--- src/rtl/ahb_ram_arbiter.sv ---
// ahb_ram_arbiter: CPU port (S0) and DMA port (S1) sharing one AHB SRAM.
// A losing request is buffered one-deep per port and replayed as NONSEQ.

module ahb_ram_arbiter #(
    parameter int ARB_MODE = 0
) (
    input  logic        HCLK,
    input  logic        HRESET,
    input  logic        HSEL_S0,
    input  logic [31:0] HADDR_S0,
    input  logic [1:0]  HTRANS_S0,
    input  logic [2:0]  HSIZE_S0,
    input  logic        HWRITE_S0,
    input  logic [31:0] HWDATA_S0,
    input  logic        HREADY_S0,
    output logic        HREADYOUT_S0,
    output logic        HRESP_S0,
    output logic [31:0] HRDATA_S0,
    input  logic        HSEL_S1,
    input  logic [31:0] HADDR_S1,
    input  logic [1:0]  HTRANS_S1,
    input  logic [2:0]  HSIZE_S1,
    input  logic        HWRITE_S1,
    input  logic [31:0] HWDATA_S1,
    input  logic        HREADY_S1,
    output logic        HREADYOUT_S1,
    output logic        HRESP_S1,
    output logic [31:0] HRDATA_S1,
    output logic        HSEL_M,
    output logic [31:0] HADDR_M,
    output logic [1:0]  HTRANS_M,
    output logic [2:0]  HSIZE_M,
    output logic        HWRITE_M,
    output logic [31:0] HWDATA_M,
    output logic        HREADY_M,
    output logic [3:0]  HMASTER_M,
    input  logic        HREADYOUT_M,
    input  logic        HRESP_M,
    input  logic [31:0] HRDATA_M
);

    typedef enum logic [1:0] {
        OWN_NONE = 2'd0,
        OWN_S0   = 2'd1,
        OWN_S1   = 2'd2
    } own_t;

    localparam logic RR = (ARB_MODE != 0);

    own_t        r_dp_own;
    logic        r_last;
    logic        r_pend0;
    logic        r_pend1;
    logic [31:0] r_paddr0;
    logic [31:0] r_paddr1;
    logic [1:0]  r_ptrans0;
    logic [1:0]  r_ptrans1;
    logic [2:0]  r_psize0;
    logic [2:0]  r_psize1;
    logic        r_pwrite0;
    logic        r_pwrite1;
    logic [31:0] r_haddr;
    logic [2:0]  r_hsize;
    logic        r_hwrite;
    logic        r_hmaster;

    logic        w_live0;
    logic        w_live1;
    logic        w_req0;
    logic        w_req1;
    logic        w_arb;
    logic        w_gnt0;
    logic        w_gnt1;
    logic        w_gnt;
    logic        w_err;
    logic [31:0] w_addr0;
    logic [31:0] w_addr1;
    logic [1:0]  w_trans0;
    logic [1:0]  w_trans1;
    logic [2:0]  w_size0;
    logic [2:0]  w_size1;
    logic        w_write0;
    logic        w_write1;
    logic [31:0] w_gaddr;
    logic [1:0]  w_gtrans;
    logic [2:0]  w_gsize;
    logic        w_gwrite;
    logic        w_mst;

    assign w_live0 = HSEL_S0 & HTRANS_S0[1] & HREADY_S0;
    assign w_live1 = HSEL_S1 & HTRANS_S1[1] & HREADY_S1;
    assign w_req0  = r_pend0 | w_live0;
    assign w_req1  = r_pend1 | w_live1;
    assign w_arb   = HREADYOUT_M & ~HRESET;
    assign w_err   = HRESP_M & ~HREADYOUT_M;
    assign w_gnt   = w_gnt0 | w_gnt1;

    assign w_addr0  = r_pend0 ? r_paddr0  : HADDR_S0;
    assign w_trans0 = r_pend0 ? r_ptrans0 : HTRANS_S0;
    assign w_size0  = r_pend0 ? r_psize0  : HSIZE_S0;
    assign w_write0 = r_pend0 ? r_pwrite0 : HWRITE_S0;
    assign w_addr1  = r_pend1 ? r_paddr1  : HADDR_S1;
    assign w_trans1 = r_pend1 ? r_ptrans1 : HTRANS_S1;
    assign w_size1  = r_pend1 ? r_psize1  : HSIZE_S1;
    assign w_write1 = r_pend1 ? r_pwrite1 : HWRITE_S1;

    assign w_gaddr  = w_gnt1 ? w_addr1  : w_addr0;
    assign w_gtrans = w_gnt1 ? w_trans1 : w_trans0;
    assign w_gsize  = w_gnt1 ? w_size1  : w_size0;
    assign w_gwrite = w_gnt1 ? w_write1 : w_write0;

    assign HREADY_M  = HREADYOUT_M;
    assign HRDATA_S0 = HRDATA_M;
    assign HRDATA_S1 = HRDATA_M;

    // Grant selection; a tie goes to S0 or to the port not granted last
    always_comb begin
        w_gnt0 = 1'b0;
        w_gnt1 = 1'b0;
        if (w_arb) begin
            if (w_req0 && w_req1) begin
                if (!RR || r_last) begin
                    w_gnt0 = 1'b1;
                end else begin
                    w_gnt1 = 1'b1;
                end
            end else begin
                w_gnt0 = w_req0;
                w_gnt1 = w_req1;
            end
        end
    end

    // SRAM address phase; a change of owner restarts the burst as NONSEQ
    always_comb begin
        HSEL_M   = w_gnt;
        HTRANS_M = 2'b00;
        HADDR_M  = r_haddr;
        HSIZE_M  = r_hsize;
        HWRITE_M = r_hwrite;
        w_mst    = r_hmaster;
        if (w_gnt) begin
            HTRANS_M = (w_gnt1 != r_last) ? 2'b10 : w_gtrans;
            HADDR_M  = w_gaddr;
            HSIZE_M  = w_gsize;
            HWRITE_M = w_gwrite;
            w_mst    = w_gnt1;
        end
        HMASTER_M = HRESET ? 4'h0 : {3'b000, w_mst};
    end

    // Data phase routing to the owning port; a buffered port is stalled
    always_comb begin
        HWDATA_M     = 32'h0;
        HREADYOUT_S0 = 1'b1;
        HREADYOUT_S1 = 1'b1;
        HRESP_S0     = 1'b0;
        HRESP_S1     = 1'b0;
        if (!HRESET) begin
            case (r_dp_own)
                OWN_S0: begin
                    HWDATA_M     = HWDATA_S0;
                    HREADYOUT_S0 = HREADYOUT_M;
                    HRESP_S0     = HRESP_M;
                end
                OWN_S1: begin
                    HWDATA_M     = HWDATA_S1;
                    HREADYOUT_S1 = HREADYOUT_M;
                    HRESP_S1     = HRESP_M;
                end
                default: ;
            endcase
            if (r_pend0) HREADYOUT_S0 = 1'b0;
            if (r_pend1) HREADYOUT_S1 = 1'b0;
        end
    end

    // S0 buffer: capture a losing live request, drop on grant or error
    always_ff @(posedge HCLK) begin
        if (HRESET) begin
            r_pend0   <= 1'b0;
            r_paddr0  <= 32'h0;
            r_ptrans0 <= 2'b00;
            r_psize0  <= 3'b000;
            r_pwrite0 <= 1'b0;
        end else if (w_err && r_dp_own == OWN_S0) begin
            r_pend0 <= 1'b0;
        end else if (r_pend0) begin
            if (w_gnt0) r_pend0 <= 1'b0;
        end else if (w_live0 && !w_gnt0) begin
            r_pend0   <= 1'b1;
            r_paddr0  <= HADDR_S0;
            r_ptrans0 <= HTRANS_S0;
            r_psize0  <= HSIZE_S0;
            r_pwrite0 <= HWRITE_S0;
        end
    end

    // S1 buffer: capture a losing live request, drop on grant or error
    always_ff @(posedge HCLK) begin
        if (HRESET) begin
            r_pend1   <= 1'b0;
            r_paddr1  <= 32'h0;
            r_ptrans1 <= 2'b00;
            r_psize1  <= 3'b000;
            r_pwrite1 <= 1'b0;
        end else if (w_err && r_dp_own == OWN_S1) begin
            r_pend1 <= 1'b0;
        end else if (r_pend1) begin
            if (w_gnt1) r_pend1 <= 1'b0;
        end else if (w_live1 && !w_gnt1) begin
            r_pend1   <= 1'b1;
            r_paddr1  <= HADDR_S1;
            r_ptrans1 <= HTRANS_S1;
            r_psize1  <= HSIZE_S1;
            r_pwrite1 <= HWRITE_S1;
        end
    end

    // Data-phase owner, last-grant pointer and held address outputs
    always_ff @(posedge HCLK) begin
        if (HRESET) begin
            r_dp_own  <= OWN_NONE;
            r_last    <= 1'b1;
            r_haddr   <= 32'h0;
            r_hsize   <= 3'b000;
            r_hwrite  <= 1'b0;
            r_hmaster <= 1'b0;
        end else begin
            if (HREADYOUT_M) begin
                r_dp_own <= w_gnt0 ? OWN_S0 : (w_gnt1 ? OWN_S1 : OWN_NONE);
            end
            if (w_gnt) begin
                r_last    <= w_gnt1;
                r_haddr   <= w_gaddr;
                r_hsize   <= w_gsize;
                r_hwrite  <= w_gwrite;
                r_hmaster <= w_gnt1;
            end
        end
    end

endmodule

--- config.mk ---
export PLATFORM = sky130hd
export DESIGN_NAME = ahb_ram_arbiter
export DESIGN_NICKNAME = d
export VERILOG_FILES = /design/src/rtl/ahb_ram_arbiter.sv
export SDC_FILE = /design/constraint.sdc
export NUM_CORES = 1
export LEC_CHECK = 0
export CORE_ASPECT_RATIO = 1.2
export CORE_MARGIN = 2
export CORE_UTILIZATION = 42
export CTS_CLUSTER_SIZE = 10
export DETAILED_ROUTE_END_ITERATION = 12
export PLACE_DENSITY = 0.82
export RECOVER_POWER = 25
export SKIP_CTS_REPAIR_TIMING = 1
export SLEW_MARGIN = 20
export SYNTH_ARGS = -nofsm -noshare
export SYNTH_HDL_FRONTEND = slang
export SYNTH_SLANG_ARGS = --single-unit
--- constraint.sdc ---
create_clock -name HCLK -period 2.47 [get_ports HCLK]
set_clock_uncertainty 0.2 [all_clocks]
set_input_delay 0.3705 -clock HCLK [delete_from_list [all_inputs] [get_ports HCLK]]
set_output_delay 0.3705 -clock HCLK [all_outputs]
set_load 0.02 [all_outputs]
Word-level counts from Yosys, hierarchy flattened

Index checks and enable logic that the tools add are counted.

Output and inout port bits: 144
Bits in latches: 0
ROM bits: 0
Word-level logic and storage cells: 88
Memory bits (writable): 0
Register bits: 118
Bits of input ports: 180
Memories: 0

Reduce and logical (&&, ||, !) cells: 11
$mul: 0
Bitwise gates (word level): 15
Divide/modulo/power cells: 0
Eq/ne operators: 3
Add/subtract/negate cells: 0
Order comparisons: 0
Muxes and demuxes: 43
Shift-type cells: 0

Operators with widths:

| cell                                                            | count |
|---|---|
| 32-bit 2-to-1 mux                                               | 5 |
| 32-bit one-hot mux with 2 select lines                          | 1 |
| 1-bit 2-to-1 mux                                                | 26 |
| 2-bit 2-to-1 mux                                                | 7 |
| 3-bit 2-to-1 mux                                                | 4 |
| 1-bit AND                                                       | 6 |
| 1-bit NOT                                                       | 6 |
| 3-bit AND reduction                                             | 2 |
| 1-bit logical AND                                               | 5 |
| 2-bit OR reduction                                              | 2 |
| 1-bit OR                                                        | 3 |
| 2-bit by 1-bit == test with 1-bit output, second input constant | 1 |
| 2-bit == test, second input constant                            | 1 |
| 1-bit logical NOT                                               | 2 |
| 1-bit != test                                                   | 1 |

Longest topological paths before layout

Word-level depth: 10
Gate-level depth with buffers: 9
Mapped depth without buffers: 6

Least setup slack after synthesis

Ideal clock, no wire load.

Kind: input port to output port
From: input port HRESET
To: output port HADDR_M[19]
Stages on the path: 7
Arrival: 1834 ps
Path slack: 66 ps
Path through: buf_2 > nand2b_1 > buf_2 > nor2_4 > buf_6 > mux2i_1 > o21ai_0

Cells in the longest elaborated chain, start to end: 5
Elaborated cells on any way between the ends: 7
Classes of those cells: mux (4); bitwise (3)

RTL lines:

| item                                                 | line    | RTL |
|---|---|---|
| start, declared                                      | 8       | `input logic HRESET,` |
| 1-bit NOT *                                          | 94      | `assign w_arb = HREADYOUT_M & ~HRESET;` |
| 1-bit AND *                                          | 94      |  |
| 1-bit 2-to-1 mux                                     | 120     | `if (w_arb) begin` |
| 32-bit 2-to-1 mux / 1-bit OR (equally long branches) | 107, 96 |  |
| 32-bit 2-to-1 mux *                                  | 142     | `if (w_gnt) begin` |
| end, declared                                        | 30      | `output logic [31:0] HADDR_M,` |

Mark *: on every way between the ends. The rest lies on a longest branch, timed or not.

Final worst setup path

From: register r_pend0
To: output port HADDR_M[16]

Cells in the longest elaborated chain, start to end: 6
Elaborated cells on any way between the ends: 10
Classes of those cells: mux (7); bitwise (2); reduce/logical (1)

RTL lines:

| item                                                 | line    | RTL |
|---|---|---|
| start, declared                                      | 52      | `logic r_pend0;` |
| start signal, assigned                               | 181     | `r_pend0 <= 1'b0;` |
| start signal, assigned                               | 187     | `r_pend0 <= 1'b0;` |
| start signal, assigned                               | 189     | `if (w_gnt0) r_pend0 <= 1'b0;` |
| 1-bit OR                                             | 92      | `assign w_req0 = r_pend0 \| w_live0;` |
| 1-bit logical AND                                    | 121     | `if (w_req0 && w_req1) begin` |
| 1-bit 2-to-1 mux                                     | 121     |  |
| 1-bit 2-to-1 mux                                     | 120     |  |
| 32-bit 2-to-1 mux / 1-bit OR (equally long branches) | 107, 96 |  |
| 32-bit 2-to-1 mux *                                  | 142     |  |

Marks and branches as above.

==> impl_metrics.csv <==
group,metric,value,unit
run_status,status,"complete, but fails checks",
run_status,violations,"negative setup slack",
floorplanning,design.die.area,17300,um^2
yosys,ys_seq_area_share,34.6,%
placement,gp_congestion,0.799,
global_route,grt_overflow,0,
pwr,power_density,554,nW/um^2
yosys,synth_cell_types,39,
finish,area_delta_synth_final,49.7,%
drt,dr.pass1.iters,5,
timing,setup_viol,35,
drt,final_antenna_net_count,0,
pwr,seqPwrFrac,35.6,%
setup_path,cp-start-kind,"flop",
yosys,synthTopCellsByArea,"dfxtp_1 35%, mux2i_1 16%, buf_4 7.6%",
setup_path,crit_path_frequent_cell,"buf_12",
timing,worst_pin_slew,0.516,ns
pwr,pwr-share-clk,46.0,%
setup_path,cp_slowest_cell,"dfxtp_4",
setup_path,endpoint,"HADDR_M[16]",
finish,final_nets,1177,
cts,clkTransAtPathRegs,0.06,ns
pwr,combinationalPowerShare,18.5,%
min_path,hp-class,"reg -> reg",
timing,finalCriticalPeriod,2.64,ns
finish,multi_input_area,3930,um^2
cts,cts_tree,"done",
cts,cts.sinks,118,
drt,vias_per_cell,5.42,
placement,placedCellCount,1161,
placement,port_buffers,224,
setup_path,cp_top_family,"buffers and inverters",
yosys,synth_area_per_cell,8.40,um^2
pwr,switchingPower,1430,uW
pwr,power.leakage,0.00410,uW
floorplanning,die_y,144,um
drt,drc,0,
drt,wirelength,24200,um
timing,setup_ws,-0.171,ns
setup_path,reg2reg_from,"r_pend0",
setup_path,critPathLaunch,"r_pend0",
cts,insertion_delay,0.41,ns
finish,finalNonFillerCells,1223,
global_route,grt_pass1_wl,32800,um
yosys,postSynthCellCount,813,
pwr,p_sw_share,25.3,%
yosys,synth_warnings,0,
drt,routedWlPerCell,19.8,um
pwr,intPower,4230,uW
setup_path,rr_endpoint,"r_paddr1[8]",
placement,dp_hpwl,15900,um
setup_path,cp-end-kind,"output port",
timing,fin_crit_sh,107,%
drt,vias,6633,
timing,slew_headroom,65.6,%
setup_path,path_cells,"a31oi_4, buf_12, nor2_4, buf_12, clkbuf_16, mux2i_1, o21ai_0, dlymetal6s2s_1",
setup_path,crit_type,"reg -> out",
min_path,holdPathStages,2,
finish,fillers,1351,
global_route,grt_max_degree,45,
finish,regArea,2370,um^2
global_route,grt_pass1_vias,6133,
cts,cts_made_buffers,17,
pwr,ir_worst_vdd,0.000421,V
setup_path,slowest_delay,0.40,ns
timing,slew_violations,0,
flow_run,drv_cap,0,
floorplanning,die_w,120,um
cts,cts_root_buffer,"clkbuf_16",
global_route,antenna_found_initial,5,
finish,final_layout_size_suffix_gt1_share,24.6,%
setup_path,crit_fanout,5,
drt,drt-initial-drc-count,404,
floorplanning,core,16100,um^2
setup_path,cp_num_cells,8,
cts,cts_max_level,4,
timing,final-hold-violation-count,0,
timing,fmax,379,MHz
floorplanning,num_rows,51,
floorplanning,start_util,42.5,%
yosys,ys_ff_latch,118,
floorplanning,pin_count,324,
yosys,synth_area,6830,um^2
cts,clock_path_buffers,2,
yosys,synth_top_area_share,34.6,%
setup_path,ff2ff_path_depth,8,
timing,rsz0062_at_grt,"true",
setup_path,required,1.90,ns
setup_path,crit_buf_inv,4,
setup_path,reg2reg_slack,0.18,ns
pwr,finalPower,5660,uW
setup_path,cp.arrival,2.07,ns
timing,finalSetupTns,-2.99,ns
global_route,grt_util_all_layers,24.7,%
yosys,synth_area_leader_cell,"dfxtp_1",
-- layout make-up --
cell class	instances	share of cell area [%]
well taps	212	2.59
inverters	2	0.0734
diodes	3	0.0734
clock buffers	19	4.33
clock inverters	13	1.76
flip-flops and latches	118	23.2
multi-input cells	559	38.4
repair buffers	297	29.6
-- power groups by stage --
| stage | registers, uW | clock network, uW | logic, uW |
|---|---|---|---|
| 2_1_floorplan | 2040 | 0 | 608 |
| 3_3_place_gp | 2040 | 0 | 950 |
| 3_5_place_dp | 2040 | 0 | 962 |
| 4_1_cts | 2000 | 2640 | 970 |
| 5_1_grt | 2020 | 2740 | 1120 |
| 6_report | 2010 | 2600 | 1050 |
-- cell families after synthesis --
kind of cell	after synthesis	synth area share, %
other	1	0.0549
buffers and inverters	138	12.4
adders and majority gates	2	0.366
and+or+nand+nor	212	12.5
DFF	118	34.6
AOI/OAI and AO/OA	193	17.7
muxes	149	22.5
-- per-layer routing --
| metal | wire [um] | GRT usage, % | vias to the layer above |
|---|---|---|---|
| li1 | - | - | 3151 |
| met1 | 9460 | 27.5 | 3158 |
| met2 | 12300 | 42.6 | 247 |
| met3 | 1820 | 8.49 | 73 |
| met4 | 620 | 10.7 | 4 |
| met5 | 27 | 0 | - |
-- how the worst min path moves through the flow --
stage	slack, ns	to	start
after floorplan	0.23	r_paddr0[0]	r_paddr0[0]
final	0.25	r_paddr0[31]	r_paddr0[31]
after global placement	0.24	r_paddr0[10]	r_paddr0[10]
after CTS	0.25	r_paddr0[12]	r_paddr0[12]
after detailed placement	0.25	r_paddr0[12]	r_paddr0[12]
after global routing	0.27	r_paddr0[19]	r_paddr0[19]
-- through the flow --
step	area [um^2]	setup WS [ns]	hold slack, ns	utilization [%]
5_1_grt	10200	-0.255	0.267	63.5
3_5_place_dp	9030	-0.649	0.247	56.2
6_report	10200	-0.171	0.255	63.6
2_1_floorplan	6840	0.0659	0.233	-
3_3_place_gp	9030	-0.632	0.238	56.2
4_1_cts	9660	-0.649	0.254	60.1
-- worst register-to-register path: cells and delay by family, from the launching register on --
family                 cells  cell delay (ns)
buffers and inverters      4             0.75
AO/OA/AOI/OAI              2             0.54
flip-flops                 1             0.40
multiplexers               1             0.24
AND/OR/NAND/NOR            1             0.05
-- sequential cells by signal, summed over array words and instances, names as in the netlist, 2 cells and up --
name and count:
r_ptrans1 2, r_dp_own 2, r_psize0 3, r_ptrans0 2, r_hsize 3, r_psize1 3, r_haddr 32, r_paddr1 32
r_paddr0 32
-- cell usage after synthesis (all sizes together) --
cell type	n
dfxtp	118
nand2	113
mux2i	112
buf	97
nor2	83
o21ai	73
a21oi	40
clkbuf	39
mux2	37
o211ai	36
a22oi	32
nor2b	4
a31oi	3
a2111oi	2
a211oi	2
and3b	2
ha	2
inv	2
nand2b	2
nand3	2
o21a	2
o21bai	2
or2	2
a31o	1
conb	1
nor3	1
nor4	1
nor4b	1
or4	1
-- layout by cell type (no fill, tap or decap), drive strengths merged, types with 3 or more instances in the layout --
cell / instances
diode: 3
a22oi: 32
mux2i: 112
clkdlybuf4s50: 140
nor2b: 4
clkinv: 9
conb: 3
a31oi: 3
dfxtp: 118
dlymetal6s2s: 25
o21ai: 73
buf: 106
mux2: 37
bufinv: 4
nand2: 113
clkbuf: 45
o211ai: 36
a21oi: 40
nor2: 83
Power figures use the tool's default switching activity.
